File: config.mk
export PLATFORM = sky130hd
export DESIGN_NAME = wave_gen
export DESIGN_NICKNAME = d
export VERILOG_FILES = /design/src/rtl/wave_gen_pkg.sv /design/src/rtl/wave_sat_step.sv /design/src/rtl/wave_gen.sv
export SDC_FILE = /design/constraint.sdc
export NUM_CORES = 1
export LEC_CHECK = 0
export BUFFER_PORTS_ARGS = -buffer_cell sky130_fd_sc_hd__clkbuf_2
export CORE_UTILIZATION = 35
export CTS_BUF_LIST = sky130_fd_sc_hd__clkbuf_4 sky130_fd_sc_hd__clkbuf_8
export DETAILED_ROUTE_END_ITERATION = 7
export PLACE_DENSITY_LB_ADDON = 0.08
export SLEW_MARGIN = 20
export SYNTH_ARGS = -nofsm -noshare
export SYNTH_HDL_FRONTEND = slang
export SYNTH_HIERARCHICAL = 1
export SYNTH_SLANG_ARGS = --single-unit
export TNS_END_PERCENT = 1
File: constraint.sdc
create_clock -name clk_i -period 4.9 [get_ports clk_i]
set_input_delay 0 -clock clk_i [delete_from_list [all_inputs] [get_ports clk_i]]
set_output_delay 0 -clock clk_i [all_outputs]
set_load 0.02 [all_outputs]
File: src/rtl/wave_gen_pkg.sv
// Shared mode/state encodings for the wave_gen ramp/shape generator.
package wave_gen_pkg;

  localparam int unsigned MODE_W = 2;

  localparam logic [MODE_W-1:0] MODE_TRI    = 2'd0;
  localparam logic [MODE_W-1:0] MODE_SAW_UP = 2'd1;
  localparam logic [MODE_W-1:0] MODE_SAW_DN = 2'd2;
  localparam logic [MODE_W-1:0] MODE_SQUARE = 2'd3;

  typedef enum logic [MODE_W-1:0] {
    TRI    = MODE_TRI,
    SAW_UP = MODE_SAW_UP,
    SAW_DN = MODE_SAW_DN,
    SQUARE = MODE_SQUARE
  } mode_e;

  typedef enum logic [1:0] {
    IDLE = 2'd0,
    UP   = 2'd1,
    DOWN = 2'd2,
    ERR  = 2'd3
  } state_e;

endpackage

File: src/rtl/wave_sat_step.sv
// Saturating ramp +/- step, clamped to the active bound; hit_c_o flags landing on it.
module wave_sat_step #(
  parameter int unsigned W      = 10,
  parameter int unsigned STEP_W = 4
) (
  input  logic [W-1:0]      ramp_i,
  input  logic [W-1:0]      lo_i,
  input  logic [W-1:0]      hi_i,
  input  logic [STEP_W-1:0] step_i,
  input  logic              up_i,
  output logic [W-1:0]      next_c_o,
  output logic              hit_c_o
);

  localparam int unsigned XW = W + 1;

  logic        [W:0] w_sum;
  logic signed [W:0] w_diff;
  logic signed [W:0] w_lo_x;

  // One extra bit keeps both directions free of wrap-around.
  assign w_sum  = XW'(ramp_i) + XW'(step_i);
  assign w_diff = $signed(XW'(ramp_i)) - $signed(XW'(step_i));
  assign w_lo_x = $signed(XW'(lo_i));

  always_comb begin
    next_c_o = ramp_i;
    hit_c_o  = 1'b0;
    if (up_i) begin
      if (w_sum >= XW'(hi_i)) begin
        next_c_o = hi_i;
        hit_c_o  = 1'b1;
      end else begin
        next_c_o = W'(w_sum);
      end
    end else begin
      if (w_diff <= w_lo_x) begin
        next_c_o = lo_i;
        hit_c_o  = 1'b1;
      end else begin
        next_c_o = W'(w_diff);
      end
    end
  end

endmodule

File: src/rtl/wave_gen.sv
// Programmable triangle / sawtooth / square ramp generator with extrema pulses.
module wave_gen
  import wave_gen_pkg::*;
#(
  parameter int unsigned   W       = 10,
  parameter int unsigned   STEP_W  = 4,
  parameter logic [W-1:0]  RST_VAL = '0
) (
  input  logic              clk_i,
  input  logic              rst_i,
  input  logic              en_i,
  input  logic              cfg_load_i,
  input  logic [1:0]        mode_i,
  input  logic [W-1:0]      lo_i,
  input  logic [W-1:0]      hi_i,
  input  logic [STEP_W-1:0] step_i,
  output logic [W-1:0]      val_o,
  output logic              dir_up_o,
  output logic              peak_o,
  output logic              trough_o,
  output logic              cfg_err_o
);

  state_e              r_state, w_state_nxt;
  mode_e               r_mode, w_mode_nxt;
  logic [W-1:0]        r_lo, w_lo_nxt;
  logic [W-1:0]        r_hi, w_hi_nxt;
  logic [STEP_W-1:0]   r_step, w_step_nxt;
  logic [W-1:0]        r_ramp, w_ramp_nxt;
  logic [W-1:0]        r_val, w_val_nxt;
  logic                r_peak, w_peak_nxt;
  logic                r_trough, w_trough_nxt;
  logic                r_dir_up, w_dir_nxt;
  logic                r_cfg_err, w_err_nxt;

  logic [STEP_W-1:0]   w_step_eff;
  logic [W-1:0]        w_sat_next;
  logic                w_sat_hit;

  assign w_step_eff = (r_step == '0) ? STEP_W'(1) : r_step;

  wave_sat_step #(.W(W), .STEP_W(STEP_W)) u_sat (
    .ramp_i   (r_ramp),
    .lo_i     (r_lo),
    .hi_i     (r_hi),
    .step_i   (w_step_eff),
    .up_i     (r_state == UP),
    .next_c_o (w_sat_next),
    .hit_c_o  (w_sat_hit)
  );

  always_ff @(posedge clk_i) begin
    if (rst_i) begin
      r_state   <= IDLE;
      r_mode    <= TRI;
      r_lo      <= '0;
      r_hi      <= '0;
      r_step    <= '0;
      r_ramp    <= RST_VAL;
      r_val     <= RST_VAL;
      r_peak    <= 1'b0;
      r_trough  <= 1'b0;
      r_dir_up  <= 1'b0;
      r_cfg_err <= 1'b0;
    end else begin
      r_state   <= w_state_nxt;
      r_mode    <= w_mode_nxt;
      r_lo      <= w_lo_nxt;
      r_hi      <= w_hi_nxt;
      r_step    <= w_step_nxt;
      r_ramp    <= w_ramp_nxt;
      r_val     <= w_val_nxt;
      r_peak    <= w_peak_nxt;
      r_trough  <= w_trough_nxt;
      r_dir_up  <= w_dir_nxt;
      r_cfg_err <= w_err_nxt;
    end
  end

  always_comb begin
    w_state_nxt  = r_state;
    w_mode_nxt   = r_mode;
    w_lo_nxt     = r_lo;
    w_hi_nxt     = r_hi;
    w_step_nxt   = r_step;
    w_ramp_nxt   = r_ramp;
    w_val_nxt    = r_val;
    w_peak_nxt   = 1'b0;
    w_trough_nxt = 1'b0;

    if (cfg_load_i) begin
      w_mode_nxt = mode_e'(mode_i);
      w_lo_nxt   = lo_i;
      w_hi_nxt   = hi_i;
      w_step_nxt = step_i;
      if (lo_i >= hi_i) begin
        w_state_nxt = ERR;
        w_ramp_nxt  = lo_i;
        w_val_nxt   = lo_i;
      end else if (mode_e'(mode_i) == SAW_DN) begin
        w_state_nxt = DOWN;
        w_ramp_nxt  = hi_i;
        w_val_nxt   = hi_i;
        w_peak_nxt  = 1'b1;
      end else begin
        w_state_nxt = UP;
        w_ramp_nxt  = lo_i;
        w_val_nxt   = (mode_e'(mode_i) == SQUARE) ? hi_i : lo_i;
      end
    end else if (en_i && (r_state == UP || r_state == DOWN)) begin
      // Sawtooth wraps one enabled cycle after sitting on its far bound.
      if (r_state == UP) begin
        if (r_mode == SAW_UP && r_ramp == r_hi) begin
          w_ramp_nxt = r_lo;
        end else begin
          w_ramp_nxt = w_sat_next;
          if (w_sat_hit && r_mode != SAW_UP) w_state_nxt = DOWN;
        end
      end else begin
        if (r_mode == SAW_DN && r_ramp == r_lo) begin
          w_ramp_nxt = r_hi;
        end else begin
          w_ramp_nxt = w_sat_next;
          if (w_sat_hit && r_mode != SAW_DN) w_state_nxt = UP;
        end
      end
      w_peak_nxt   = (w_ramp_nxt == r_hi);
      w_trough_nxt = (w_ramp_nxt == r_lo);
      // Square level follows the direction held before this step, so it flips one cycle after an extremum.
      if (r_mode == SQUARE) w_val_nxt = (r_state == UP) ? r_hi : r_lo;
      else                  w_val_nxt = w_ramp_nxt;
    end

    w_dir_nxt = (w_state_nxt == UP);
    w_err_nxt = (w_state_nxt == ERR);
  end

  assign val_o     = r_val;
  assign dir_up_o  = r_dir_up;
  assign peak_o    = r_peak;
  assign trough_o  = r_trough;
  assign cfg_err_o = r_cfg_err;

endmodule
==> run_results.csv <==
group,metric,value,unit
floorplanning,core,15150,um^2
synth,synth_edf_count,0,
cells_and_area,mostFrequentLayoutCells,"buf_4, mux2i_1, inv_1, dfxtp_1, nor2_1",
power,sw_frac_of_total,42.38,%
synth,synth_warnings,6,
synth,avgSynthCellArea,8.351,um^2
cts,cts.sinks,52,
global_route,track_usage,25.85,%
power,p_clk_share,12.3,%
worst_hold_path,worstHoldStart,"hi_i[7]",
drt,dr.pass1.iters,5,
floorplanning,die_h,126.3,um
cells_and_area,final_util,46.09,%
drt,num_vias,5380,
drt,wl,20.25,mm
cts,cts_buffer_depth,2,
cts,clk_pin_slew,0.11,ns
worst_hold_path,hold_end,"r_hi[7]",
worst_setup_path,endpoint_kind,"register",
worst_setup_path,start_kind,"register",
sta,worst_pin_slew,0.9985,ns
cts,cts_buffers,5,
synth,synth_area,5411,um^2
power,p_leak,3.278,nW
worst_setup_path,critical_path_class,"reg2reg",
drt,viasPerCell,5.535,
sta,hold_viol_final,0,
cells_and_area,num-nets-final,854,
power,combinationalPowerShare,66.6,%
cells_and_area,num_antenna_cells,0,
cts,cts_tree,"yes",
cells_and_area,final_common_cell,"buf_4",
synth,ys_ff_latch,52,
sta,timing.final.crit_share,99.78,%
cts,cts_root_buffer,"clkbuf_8",
global_route,grt_max_degree,53,
global_route,grt_pass1_vias,5277,
place,finalWeightedCongestion,0.9116,
floorplanning,rows,45,
place,place_hpwl,15.24,mm
synth,ys_top_cells_by_area,"dfxtp_1, mux2i_1, ha_1",
cts,htreeDepth,2,
cells_and_area,area_growth_syn_to_layout,28.99,%
synth,syn-num-nets,719,
cells_and_area,drive_gt1_share,31.12,%
global_route,antenna_found_initial,0,
worst_setup_path,slowest_delay,0.41,ns
worst_hold_path,holdPathStages,3,
sta,max_freq,0.2045,GHz
worst_setup_path,r2r_cells,26,
synth,synthFlopType,"dfxtp_1",
cells_and_area,num-fill-cells,1533,
sta,rsz0062_at_grt,"true",
floorplanning,start_util,35.73,%
power,power_switching,0.9869,mW
synth,ys_async_sr_fraction,0,%
worst_setup_path,r2r_setup_slack,0.01,ns
floorplanning,dieWidth,126.3,um
sta,max_slew_margin,33.36,%
flow_run,maxCapViolCount,0,
drt,ant_nets,0,
worst_setup_path,required,5.18,ns
power,powerDensity,333.6,nW/um^2
drt,drt-initial-drc-count,417,
power,p_seq_share,21.1,%
sta,finalMaxSlewViolations,0,
global_route,grt_overflow,0,
global_route,grt_pass1_wl,31.16,mm
worst_setup_path,path_buf_inv,5,
synth,yosysTopAreaCell,"dfxtp_1",
floorplanning,ios,44,
synth,yosysUniqueCellTypes,79,
cts,clock_latency,0.34,ns
worst_hold_path,hold_path_class,"in2reg",
worst_setup_path,worst_path_max_delay_cell,"fa_2",
worst_setup_path,cpLargestDelayFamily,"compound AO/OA/AOI/OAI gates",
worst_setup_path,reg2reg_to,"peak_o",
power,p_int,1.342,mW
sta,setup_viol,0,
floorplanning,die-area,15960,um^2
sta,holdWs,0.01066,ns
worst_setup_path,r2r_start,"r_step[3]",
synth,synthCells,648,
worst_setup_path,cpMostUsedCell,"buf_4",
drt,wl_per_cell,20.83,um
worst_setup_path,cp_max_fo,5,
sta,skew,0.005855,ns
drt,drc,0,
synth,synth_top_area_share,19.24,%
power,ir_drop,0.1258,mV
outcome,status,"completed",
synth,ys_seq_area_share,19.24,%
worst_setup_path,critPathArrivalTime,5.17,ns
sta,period_minus_slack,4.889,ns
place,io_buffers,43,
[power groups by stage]
stage / Clock, mW / Sequential (mW) / Combinational [mW]
2_1_floorplan: 0 / 0.515 / 0.801
3_3_place_gp: 0 / 0.502 / 1.31
3_5_place_dp: 0 / 0.501 / 1.31
4_1_cts: 0.295 / 0.493 / 1.44
5_1_grt: 0.315 / 0.496 / 1.66
6_report: 0.286 / 0.493 / 1.55
[worst max-delay path by stage]
stage                         start      to  cells past startpoint  slack, ns
after floorplan           r_step[1]  peak_o                     24      0.006
after global placement    r_step[1]  peak_o                     23      -0.31
after detailed placement  r_step[1]  peak_o                     23      -0.41
after CTS                 r_step[3]  peak_o                     26      -0.06
after global routing      r_step[3]  peak_o                     27      -0.24
final                     r_step[3]  peak_o                     26       0.01
[Yosys cell counts, types with 13 or more instances]
| library cell | instances |
|---|---|
| ha_1 | 39 |
| dfxtp_1 | 52 |
| a21oi_1 | 31 |
| nor3_1 | 13 |
| xnor2_1 | 20 |
| nor2_1 | 47 |
| mux2i_1 | 81 |
| xor2_1 | 26 |
| inv_1 | 60 |
| a211oi_1 | 16 |
| clkbuf_1 | 19 |
| nand2_1 | 37 |
[registers in the layout (all words and copies together), names as in the netlist]
signal / cells
peak_o: 1
dir_up_o: 1
trough_o: 1
r_state: 2
r_lo: 10
r_hi: 10
r_step: 4
r_ramp: 10
r_mode: 2
val_o: 10
cfg_err_o: 1
[per-stage QoR]
stage	setup TNS, ns	worst slack (ns)	std cells	total power, mW	instance area (um^2)
after floorplan	0	0.005881	648	1.316	5426
after global placement	-1.178	-0.3075	916	1.814	6205
after detailed placement	-1.562	-0.4069	916	1.812	6205
after CTS	-0.06110	-0.06110	967	2.232	6808
after global routing	-0.5188	-0.2396	972	2.475	6980
final	0	0.01076	972	2.329	6980
[layer usage]
layer  track usage (%)  vias to the layer above  wire length [um]
li1                  -                     2584                 -
met3             3.543                       35               894
met5                 0                        -                 0
met2             41.47                      144              9199
met1             35.65                     2617              9611
met4             8.434                        0               542
[timing repair]
item,CTS,global route
endpoints found under the hold margin,22,0
buffers inserted,20,5
hold buffers,22,0
cloned,1,0
pin swaps,27,17
setup endpoints to repair,11,17
gates resized for setup,34,23
[worst register-to-register path: cells and delay by family, from the launching register on]
family	cells	cell delay (ns)
adders and majority gates	3	0.82
and+or+nand+nor	7	1.08
buffers and inverters	5	0.62
xor gates and xnor gates	2	0.31
DFF	1	0.34
AOI/OAI and AO/OA	9	1.64
[area by class of cell]
type                    instances  area, um^2  share of cell area, %
well taps                     188       235.2                  3.370
inverters                      61       229.0                  3.280
flip-flops and latches         52        1045                  14.97
clock inverters                 2       13.76                 0.1972
repair buffers                178        1291                  18.50
multi-input cells             485        4084                  58.51
clock buffers                   6       82.58                  1.183
[kinds of logic (layout without fill, tap and decap cells)]
group | count (synthesis) | after routing | synth area share, %
XOR/XNOR | 49 | 49 | 8.347
multiplexers | 93 | 93 | 17.83
adder cells (fa/ha/maj) | 41 | 41 | 9.757
AND/OR/NAND/NOR | 161 | 161 | 15.31
AO/OA/AOI/OAI | 141 | 141 | 19.12
flip-flops | 52 | 52 | 19.24
buffers and inverters | 111 | 247 | 10.40
(Power assumes the default switching activity.)
